[src/rtl/multicycle_control_unit_if.sv]
// Control/datapath bundle for the multicycle RV32I control unit.
// master = control unit (decodes IR fields, drives enables); slave = datapath side.
interface multicycle_control_unit_if;
    logic [6:0] op;
    logic [2:0] funct3;
    logic       funct7b5;
    logic       Zero;
    logic       MemReady;
    logic       MemReq;
    logic       PCWrite;
    logic       AdrSrc;
    logic       MemWrite;
    logic       IRWrite;
    logic       RegWrite;
    logic [1:0] ResultSrc;
    logic [1:0] ALUSrcA;
    logic [1:0] ALUSrcB;
    logic [1:0] ImmSrc;
    logic [3:0] ALUControl;
    logic [1:0] Fault;

    modport master (
        input  op, funct3, funct7b5, Zero, MemReady,
        output MemReq, PCWrite, AdrSrc, MemWrite, IRWrite, RegWrite,
               ResultSrc, ALUSrcA, ALUSrcB, ImmSrc, ALUControl, Fault
    );
    modport slave (
        output op, funct3, funct7b5, Zero, MemReady,
        input  MemReq, PCWrite, AdrSrc, MemWrite, IRWrite, RegWrite,
               ResultSrc, ALUSrcA, ALUSrcB, ImmSrc, ALUControl, Fault
    );
endinterface

[src/rtl/multicycle_control_unit.sv]
// Moore-style multicycle RV32I control FSM with memory-ready wait, illegal-op and timeout traps.
// Optional macro BRANCH_EXT_EN adds bne support to the BRANCH state.
module multicycle_control_unit #(
    parameter int MEM_TIMEOUT = 15
) (
    input  logic                        clk,
    input  logic                        reset,
    multicycle_control_unit_if.master   bus
);
    localparam int CW = (MEM_TIMEOUT > 0) ? $clog2(MEM_TIMEOUT + 1) : 1;
    localparam logic [CW-1:0] CNT_MAX = CW'(MEM_TIMEOUT);
    localparam bit TMO_EN = (MEM_TIMEOUT != 0);

    localparam logic [6:0] OP_LOAD = 7'b0000011, OP_STORE = 7'b0100011,
                           OP_R    = 7'b0110011, OP_I     = 7'b0010011,
                           OP_JAL  = 7'b1101111, OP_BR    = 7'b1100011;

    typedef enum logic [3:0] {
        S_FETCH, S_DECODE, S_MEMADR, S_MEMREAD, S_MEMWB, S_MEMWRITE,
        S_EXECR, S_EXECI, S_ALUWB, S_BRANCH, S_JAL, S_TRAP
    } state_t;

    state_t          r_state, w_next;
    logic [CW-1:0]   r_cnt;
    logic [1:0]      r_fault, w_fault_nxt;
    logic [1:0]      w_aluop;
    logic            w_memreq, w_pcw, w_irw, w_memw, w_regw;
    logic            w_br_ok, w_taken, w_tmo;

`ifdef BRANCH_EXT_EN
    assign w_br_ok = (bus.funct3 == 3'b000) || (bus.funct3 == 3'b001);
    assign w_taken = (bus.funct3 == 3'b001) ? ~bus.Zero : bus.Zero;
`else
    assign w_br_ok = (bus.funct3 == 3'b000);
    assign w_taken = bus.Zero;
`endif

    // Only meaningful in the three states that request memory.
    assign w_tmo = TMO_EN && (r_cnt == CNT_MAX) && !bus.MemReady;

    always_comb begin
        w_next      = r_state;
        w_fault_nxt = r_fault;
        unique case (r_state)
            S_FETCH: begin
                if (bus.MemReady)  w_next = S_DECODE;
                else if (w_tmo)    begin w_next = S_TRAP; w_fault_nxt = 2'b10; end
            end
            S_DECODE: begin
                unique case (bus.op)
                    OP_LOAD, OP_STORE: w_next = S_MEMADR;
                    OP_R:              w_next = S_EXECR;
                    OP_I:              w_next = S_EXECI;
                    OP_JAL:            w_next = S_JAL;
                    OP_BR:             w_next = w_br_ok ? S_BRANCH : S_TRAP;
                    default:           w_next = S_TRAP;
                endcase
                if (w_next == S_TRAP) w_fault_nxt = 2'b01;
            end
            S_MEMADR:  w_next = (bus.op == OP_LOAD) ? S_MEMREAD : S_MEMWRITE;
            S_MEMREAD: begin
                if (bus.MemReady)  w_next = S_MEMWB;
                else if (w_tmo)    begin w_next = S_TRAP; w_fault_nxt = 2'b10; end
            end
            S_MEMWRITE: begin
                if (bus.MemReady)  w_next = S_FETCH;
                else if (w_tmo)    begin w_next = S_TRAP; w_fault_nxt = 2'b10; end
            end
            S_MEMWB, S_ALUWB, S_BRANCH: w_next = S_FETCH;
            S_EXECR, S_EXECI, S_JAL:    w_next = S_ALUWB;
            S_TRAP:                     w_next = S_TRAP;
            default:                    w_next = S_FETCH;
        endcase
    end

    always_ff @(posedge clk) begin
        if (reset) begin
            r_state <= S_FETCH;
            r_cnt   <= '0;
            r_fault <= 2'b00;
        end else begin
            r_state <= w_next;
            r_fault <= w_fault_nxt;
            if (w_next != r_state)
                r_cnt <= '0;
            else if (w_memreq && !bus.MemReady && r_cnt != CNT_MAX)
                r_cnt <= r_cnt + 1'b1;
        end
    end

    always_comb begin
        w_memreq      = 1'b0;
        w_pcw         = 1'b0;
        w_irw         = 1'b0;
        w_memw        = 1'b0;
        w_regw        = 1'b0;
        w_aluop       = 2'b00;
        bus.AdrSrc    = 1'b0;
        bus.ResultSrc = 2'b00;
        bus.ALUSrcA   = 2'b00;
        bus.ALUSrcB   = 2'b00;
        unique case (r_state)
            S_FETCH: begin
                w_memreq = 1'b1; bus.ALUSrcB = 2'b10; bus.ResultSrc = 2'b10;
                w_irw = bus.MemReady; w_pcw = bus.MemReady;
            end
            S_DECODE:   begin bus.ALUSrcA = 2'b01; bus.ALUSrcB = 2'b01; end
            S_MEMADR:   begin bus.ALUSrcA = 2'b10; bus.ALUSrcB = 2'b01; end
            S_MEMREAD:  begin w_memreq = 1'b1; bus.AdrSrc = 1'b1; end
            S_MEMWB:    begin bus.ResultSrc = 2'b01; w_regw = 1'b1; end
            S_MEMWRITE: begin w_memreq = 1'b1; bus.AdrSrc = 1'b1; w_memw = 1'b1; end
            S_EXECR:    begin bus.ALUSrcA = 2'b10; w_aluop = 2'b10; end
            S_EXECI:    begin bus.ALUSrcA = 2'b10; bus.ALUSrcB = 2'b01; w_aluop = 2'b10; end
            S_ALUWB:    w_regw = 1'b1;
            S_BRANCH:   begin bus.ALUSrcA = 2'b10; w_aluop = 2'b01; w_pcw = w_taken; end
            S_JAL:      begin bus.ALUSrcA = 2'b01; bus.ALUSrcB = 2'b10; w_pcw = 1'b1; end
            default:    ;
        endcase
    end

    assign bus.MemReq   = w_memreq;
    // Reset masks every architectural write, even when MemReady is high in FETCH.
    assign bus.PCWrite  = w_pcw  & ~reset;
    assign bus.IRWrite  = w_irw  & ~reset;
    assign bus.MemWrite = w_memw & ~reset;
    assign bus.RegWrite = w_regw & ~reset;
    assign bus.Fault    = r_fault;

    always_comb begin
        unique case (w_aluop)
            2'b00:   bus.ALUControl = 4'b0000;
            2'b01:   bus.ALUControl = 4'b0001;
            2'b10: begin
                unique case (bus.funct3)
                    3'b000:  bus.ALUControl = (bus.op == OP_R && bus.funct7b5) ? 4'b0001 : 4'b0000;
                    3'b001:  bus.ALUControl = 4'b0110;
                    3'b010:  bus.ALUControl = 4'b0101;
                    3'b100:  bus.ALUControl = 4'b0100;
                    3'b101:  bus.ALUControl = bus.funct7b5 ? 4'b1000 : 4'b0111;
                    3'b110:  bus.ALUControl = 4'b0011;
                    3'b111:  bus.ALUControl = 4'b0010;
                    default: bus.ALUControl = 4'b0000;
                endcase
            end
            default: bus.ALUControl = 4'b0000;
        endcase
    end

    always_comb begin
        unique case (bus.op)
            OP_STORE: bus.ImmSrc = 2'b01;
            OP_BR:    bus.ImmSrc = 2'b10;
            OP_JAL:   bus.ImmSrc = 2'b11;
            default:  bus.ImmSrc = 2'b00;
        endcase
    end
endmodule

[src/flat_wrapper.sv]
// flat-port wrapper written by rule: the top's interface ports become plain ports
module multicycle_control_unit_flat 
#(
    parameter int MEM_TIMEOUT = 15
)
  (clk, reset, bus_op, bus_funct3, bus_funct7b5, bus_Zero, bus_MemReady, bus_MemReq, bus_PCWrite, bus_AdrSrc, bus_MemWrite, bus_IRWrite, bus_RegWrite, bus_ResultSrc, bus_ALUSrcA, bus_ALUSrcB, bus_ImmSrc, bus_ALUControl, bus_Fault);
  multicycle_control_unit_if bus_i ();
  input  logic clk;
  input  logic reset;
  input wire logic [$bits(bus_i.op)-1:0] bus_op;
  input wire logic [$bits(bus_i.funct3)-1:0] bus_funct3;
  input wire logic [$bits(bus_i.funct7b5)-1:0] bus_funct7b5;
  input wire logic [$bits(bus_i.Zero)-1:0] bus_Zero;
  input wire logic [$bits(bus_i.MemReady)-1:0] bus_MemReady;
  output wire logic [$bits(bus_i.MemReq)-1:0] bus_MemReq;
  output wire logic [$bits(bus_i.PCWrite)-1:0] bus_PCWrite;
  output wire logic [$bits(bus_i.AdrSrc)-1:0] bus_AdrSrc;
  output wire logic [$bits(bus_i.MemWrite)-1:0] bus_MemWrite;
  output wire logic [$bits(bus_i.IRWrite)-1:0] bus_IRWrite;
  output wire logic [$bits(bus_i.RegWrite)-1:0] bus_RegWrite;
  output wire logic [$bits(bus_i.ResultSrc)-1:0] bus_ResultSrc;
  output wire logic [$bits(bus_i.ALUSrcA)-1:0] bus_ALUSrcA;
  output wire logic [$bits(bus_i.ALUSrcB)-1:0] bus_ALUSrcB;
  output wire logic [$bits(bus_i.ImmSrc)-1:0] bus_ImmSrc;
  output wire logic [$bits(bus_i.ALUControl)-1:0] bus_ALUControl;
  output wire logic [$bits(bus_i.Fault)-1:0] bus_Fault;
  assign bus_i.op = bus_op;
  assign bus_i.funct3 = bus_funct3;
  assign bus_i.funct7b5 = bus_funct7b5;
  assign bus_i.Zero = bus_Zero;
  assign bus_i.MemReady = bus_MemReady;
  assign bus_MemReq = bus_i.MemReq;
  assign bus_PCWrite = bus_i.PCWrite;
  assign bus_AdrSrc = bus_i.AdrSrc;
  assign bus_MemWrite = bus_i.MemWrite;
  assign bus_IRWrite = bus_i.IRWrite;
  assign bus_RegWrite = bus_i.RegWrite;
  assign bus_ResultSrc = bus_i.ResultSrc;
  assign bus_ALUSrcA = bus_i.ALUSrcA;
  assign bus_ALUSrcB = bus_i.ALUSrcB;
  assign bus_ImmSrc = bus_i.ImmSrc;
  assign bus_ALUControl = bus_i.ALUControl;
  assign bus_Fault = bus_i.Fault;
  multicycle_control_unit #(.MEM_TIMEOUT(MEM_TIMEOUT)) u_core (.clk(clk), .reset(reset), .bus(bus_i));
endmodule
[config.mk]
export PLATFORM = sky130hd
export DESIGN_NAME = multicycle_control_unit_flat
export DESIGN_NICKNAME = d
export VERILOG_FILES = /design/src/rtl/multicycle_control_unit_if.sv /design/src/rtl/multicycle_control_unit.sv /design/src/flat_wrapper.sv
export SDC_FILE = /design/constraint.sdc
export NUM_CORES = 1
export LEC_CHECK = 0
export ABC_CLOCK_PERIOD_IN_PS = 2600
export CORE_ASPECT_RATIO = 1.1
export CORE_MARGIN = 3
export CORE_UTILIZATION = 48
export DETAILED_ROUTE_END_ITERATION = 10
export GPL_TIMING_DRIVEN = 0
export PLACE_DENSITY = 0.8
export RECOVER_POWER = 50
export SLEW_MARGIN = 10
export SYNTH_ARGS = -nofsm -noshare
export SYNTH_HDL_FRONTEND = slang
export SYNTH_SLANG_ARGS = --single-unit
[constraint.sdc]
create_clock -name clk -period 2.6 [get_ports clk]
set_input_delay 0.65 -clock clk [delete_from_list [all_inputs] [get_ports clk]]
set_output_delay 0.65 -clock clk [all_outputs]
set_load 0.02 [all_outputs]
==> results.cfg <==
[run_status]
outcome = complete, no violations

[synth]
synth_fp_nets = 195
synth_cell_types = 52
ys_async_sr_fraction_pct = 0
ys_warn_count = 0
syn_inst = 177
ys.flop_type = dfxtp_1
synth_seq_area_share_pct = 15.8
synth_top_area_cell = dfxtp_1
ys_ff_latch = 10
avgSynthCellArea_um2 = 7.17
synth_edf_count = 0
synth_top_area_share_pct = 15.8
synth.top_cells.by_area = dfxtp_1 (16%), a21oi_1 (5.1%), nor4b_2 (4.7%)
netlist_area_mm2 = 0.00127

[route]
viasPerCell = 6.39
first_pass_iters = 5
wl_per_cell_um = 16.7
drc = 0
route.vias.total = 1579
finalWirelength_mm = 4.13
ant_nets = 0
drt_iter0_markers = 63

[setup_path]
path_max_fanout = 10
worstPathRequired_ns = 1.95
worst-endpoint-arrival_ns = 1.92
crit_type = input port to output port
crit_path_end_kind = output port
cp-start-kind = input port
timing.rr.end = u_core.r_cnt[2]
r2r_slack_ns = 0.41
reg2reg_depth = 5
reg2reg_from = u_core.r_state[1]

[sta]
max-slew-margin-rel_pct = 63.0
setup_viol = 0
finalWorstPathRequiredPeriod_ns = 2.57
hold_violations = 0
period_share_pct = 99.0
max_freq_mhz = 388
timing.hold.ws_ns = 0.468
tightest_slew_ns = 0.548
fin_tns_setup_ns = 0
report.final.slew_viol_count = 0
rsz0062_at_grt = yes
timing.clock.skew_ns = 0.000205

[clock_tree]
holdBufCountCts = 0
clkLatencyLatePin_ns = 0.27
numCtsBuffers = 3
path_clk_slew_ns = 0.07
cts_buffer_depth = 2
root_buffer = clkbuf_4
clock-sinks = 10
cts_tree = done
htreeDepth = 1

[finish]
fillCellCount = 197
layout_commonest_cell = nand2_1
drive_gt1_share_pct = 25.3
nets = 236
antenna_cells = 0
areaGrowthSynthToFinish_pct = 43.0
final_cell_mix = nand2_1 (13), a21oi_1 (12), dlygate4sd2_1 (12)
fin_area_mm2 = 0.00182

[floorplan]
initial_core_util_pct = 53.2
fp-row-count = 18
die_w_um = 55.0
core_area_mm2 = 0.00239
die_y_um = 59.9
die-area_mm2 = 0.00330
ioPinCount = 35

[grt]
grt_pass1_vias = 1512
globalRouteOverflowTotal = 0
grt_usage_pct = 27.4
antenna_found_initial = 0
grt_pass1_wl_mm = 6.78
grt_max_degree = 11

[power]
combPwrFrac_pct = 76.6
p_leak_nw = 0.752
power_switching_mw = 0.888
powerDensity_mw_per_mm2 = 982
ir_drop_uv = 837
p_clk_share_pct = 8.1
pwr-share-seq_pct = 15.3
finalPower_mw = 1.78
p_int_mw = 0.894
swShare_pct = 49.8

[place]
placed_area_mm2 = 0.00165
dp_hpwl_mm = 2.98
place_congestion = 0.959
port_buffers = 33

[worst_hold_path]
min_to = u_core.bus.Fault[0]
min_from = u_core.bus.Fault[0]
whs_path_depth = 1
hold_path_class = flop to flop

[job]
drv_cap = 0
==> synth_stat cells (5+ instances only) <==
master / count
nor2b_1: 7
nand2b_1: 6
a21oi_1: 13
nand2_1: 13
inv_1: 6
nor3_1: 11
a31oi_1: 5
clkbuf_1: 14
nor2_1: 11
dfxtp_1: 10
==> repair_timing <==
| item | CTS | global route |
|---|---|---|
| setup buffers | 2 | 4 |
| gates resized for setup | 66 | 25 |
| endpoints found under the hold margin | 0 | 0 |
| gates cloned | 0 | 0 |
| pin swaps | 3 | 3 |
| endpoints found under the setup margin | 21 | 16 |
==> layer usage <==
layer | track usage, % | vias up | routed length [um]
li1 | - | 745 | -
met1 | 35.1 | 756 | 1700
met2 | 46.3 | 64 | 2060
met3 | 3.74 | 14 | 283
met4 | 9.38 | 0 | 80
met5 | 0 | - | 0
==> registers in the layout, summed over array words and instances (netlist names) <==
| signal | cells |
|---|---|
| u_core.r_cnt | 4 |
| u_core.bus.Fault | 2 |
| u_core.r_state | 4 |
==> worst max-delay path, cell delays in order <==
cell and delay, ns:
clkdlybuf4s50_1 0.49, buf_2 0.26, and3b_1 0.21, dlygate4sd2_1 0.32
==> layout make-up <==
class | instances | area [um^2] | area share, %
plain buffers | 12 | 86.3 | 4.76
clock buffers | 4 | 36.3 | 2.00
inverters | 7 | 26.3 | 1.45
multi-input cells | 145 | 1080 | 59.4
flip-flops and latches | 10 | 210 | 11.6
well taps | 30 | 37.5 | 2.07
repair buffers | 39 | 340 | 18.7
==> through the flow <==
stage | instances | worst slack [ns] | util [%]
3_5_place_dp | 240 | -0.940 | 69.1
5_1_grt | 247 | -0.0118 | 76.0
3_3_place_gp | 240 | -0.891 | 69.1
2_1_floorplan | 177 | 0.00240 | -
6_report | 247 | 0.0253 | 76.0
4_1_cts | 243 | -0.00303 | 73.0
==> worst max path at each step <==
stage,start,endpoint,slack (ns),cells after the start
after floorplan,u_core.r_state[2],bus_ALUControl[1],0.002,7
after global placement,bus_MemReady,bus_PCWrite,-0.89,7
after detailed placement,bus_MemReady,bus_PCWrite,-0.94,7
after CTS,u_core.r_state[2],bus_ALUControl[2],-0.003,7
after global routing,u_core.r_state[2],bus_ALUControl[3],-0.01,6
final,reset,bus_IRWrite,0.03,4
==> power groups by stage <==
stage	sequential [mW]	clock (mW)	combinational [mW]
after floorplan	0.223	0	0.866
after global placement	0.221	0	1.26
after detailed placement	0.223	0	1.27
after CTS	0.264	0.146	1.27
after global routing	0.277	0.154	1.49
final	0.272	0.144	1.37
==> cell families (layout without fill, tap and decap cells) <==
| logic type | count (synthesis) | count (layout) | synth area share [%] |
|---|---|---|---|
| mux | 3 | 3 | 2.46 |
| compound gates | 54 | 54 | 29.2 |
| fa+ha+maj | 3 | 3 | 2.96 |
| simple gates | 80 | 80 | 39.7 |
| xor+xnor | 5 | 5 | 3.45 |
| buf+inv | 22 | 62 | 6.50 |
| flops | 10 | 10 | 15.8 |
(Power assumes the default switching activity.)
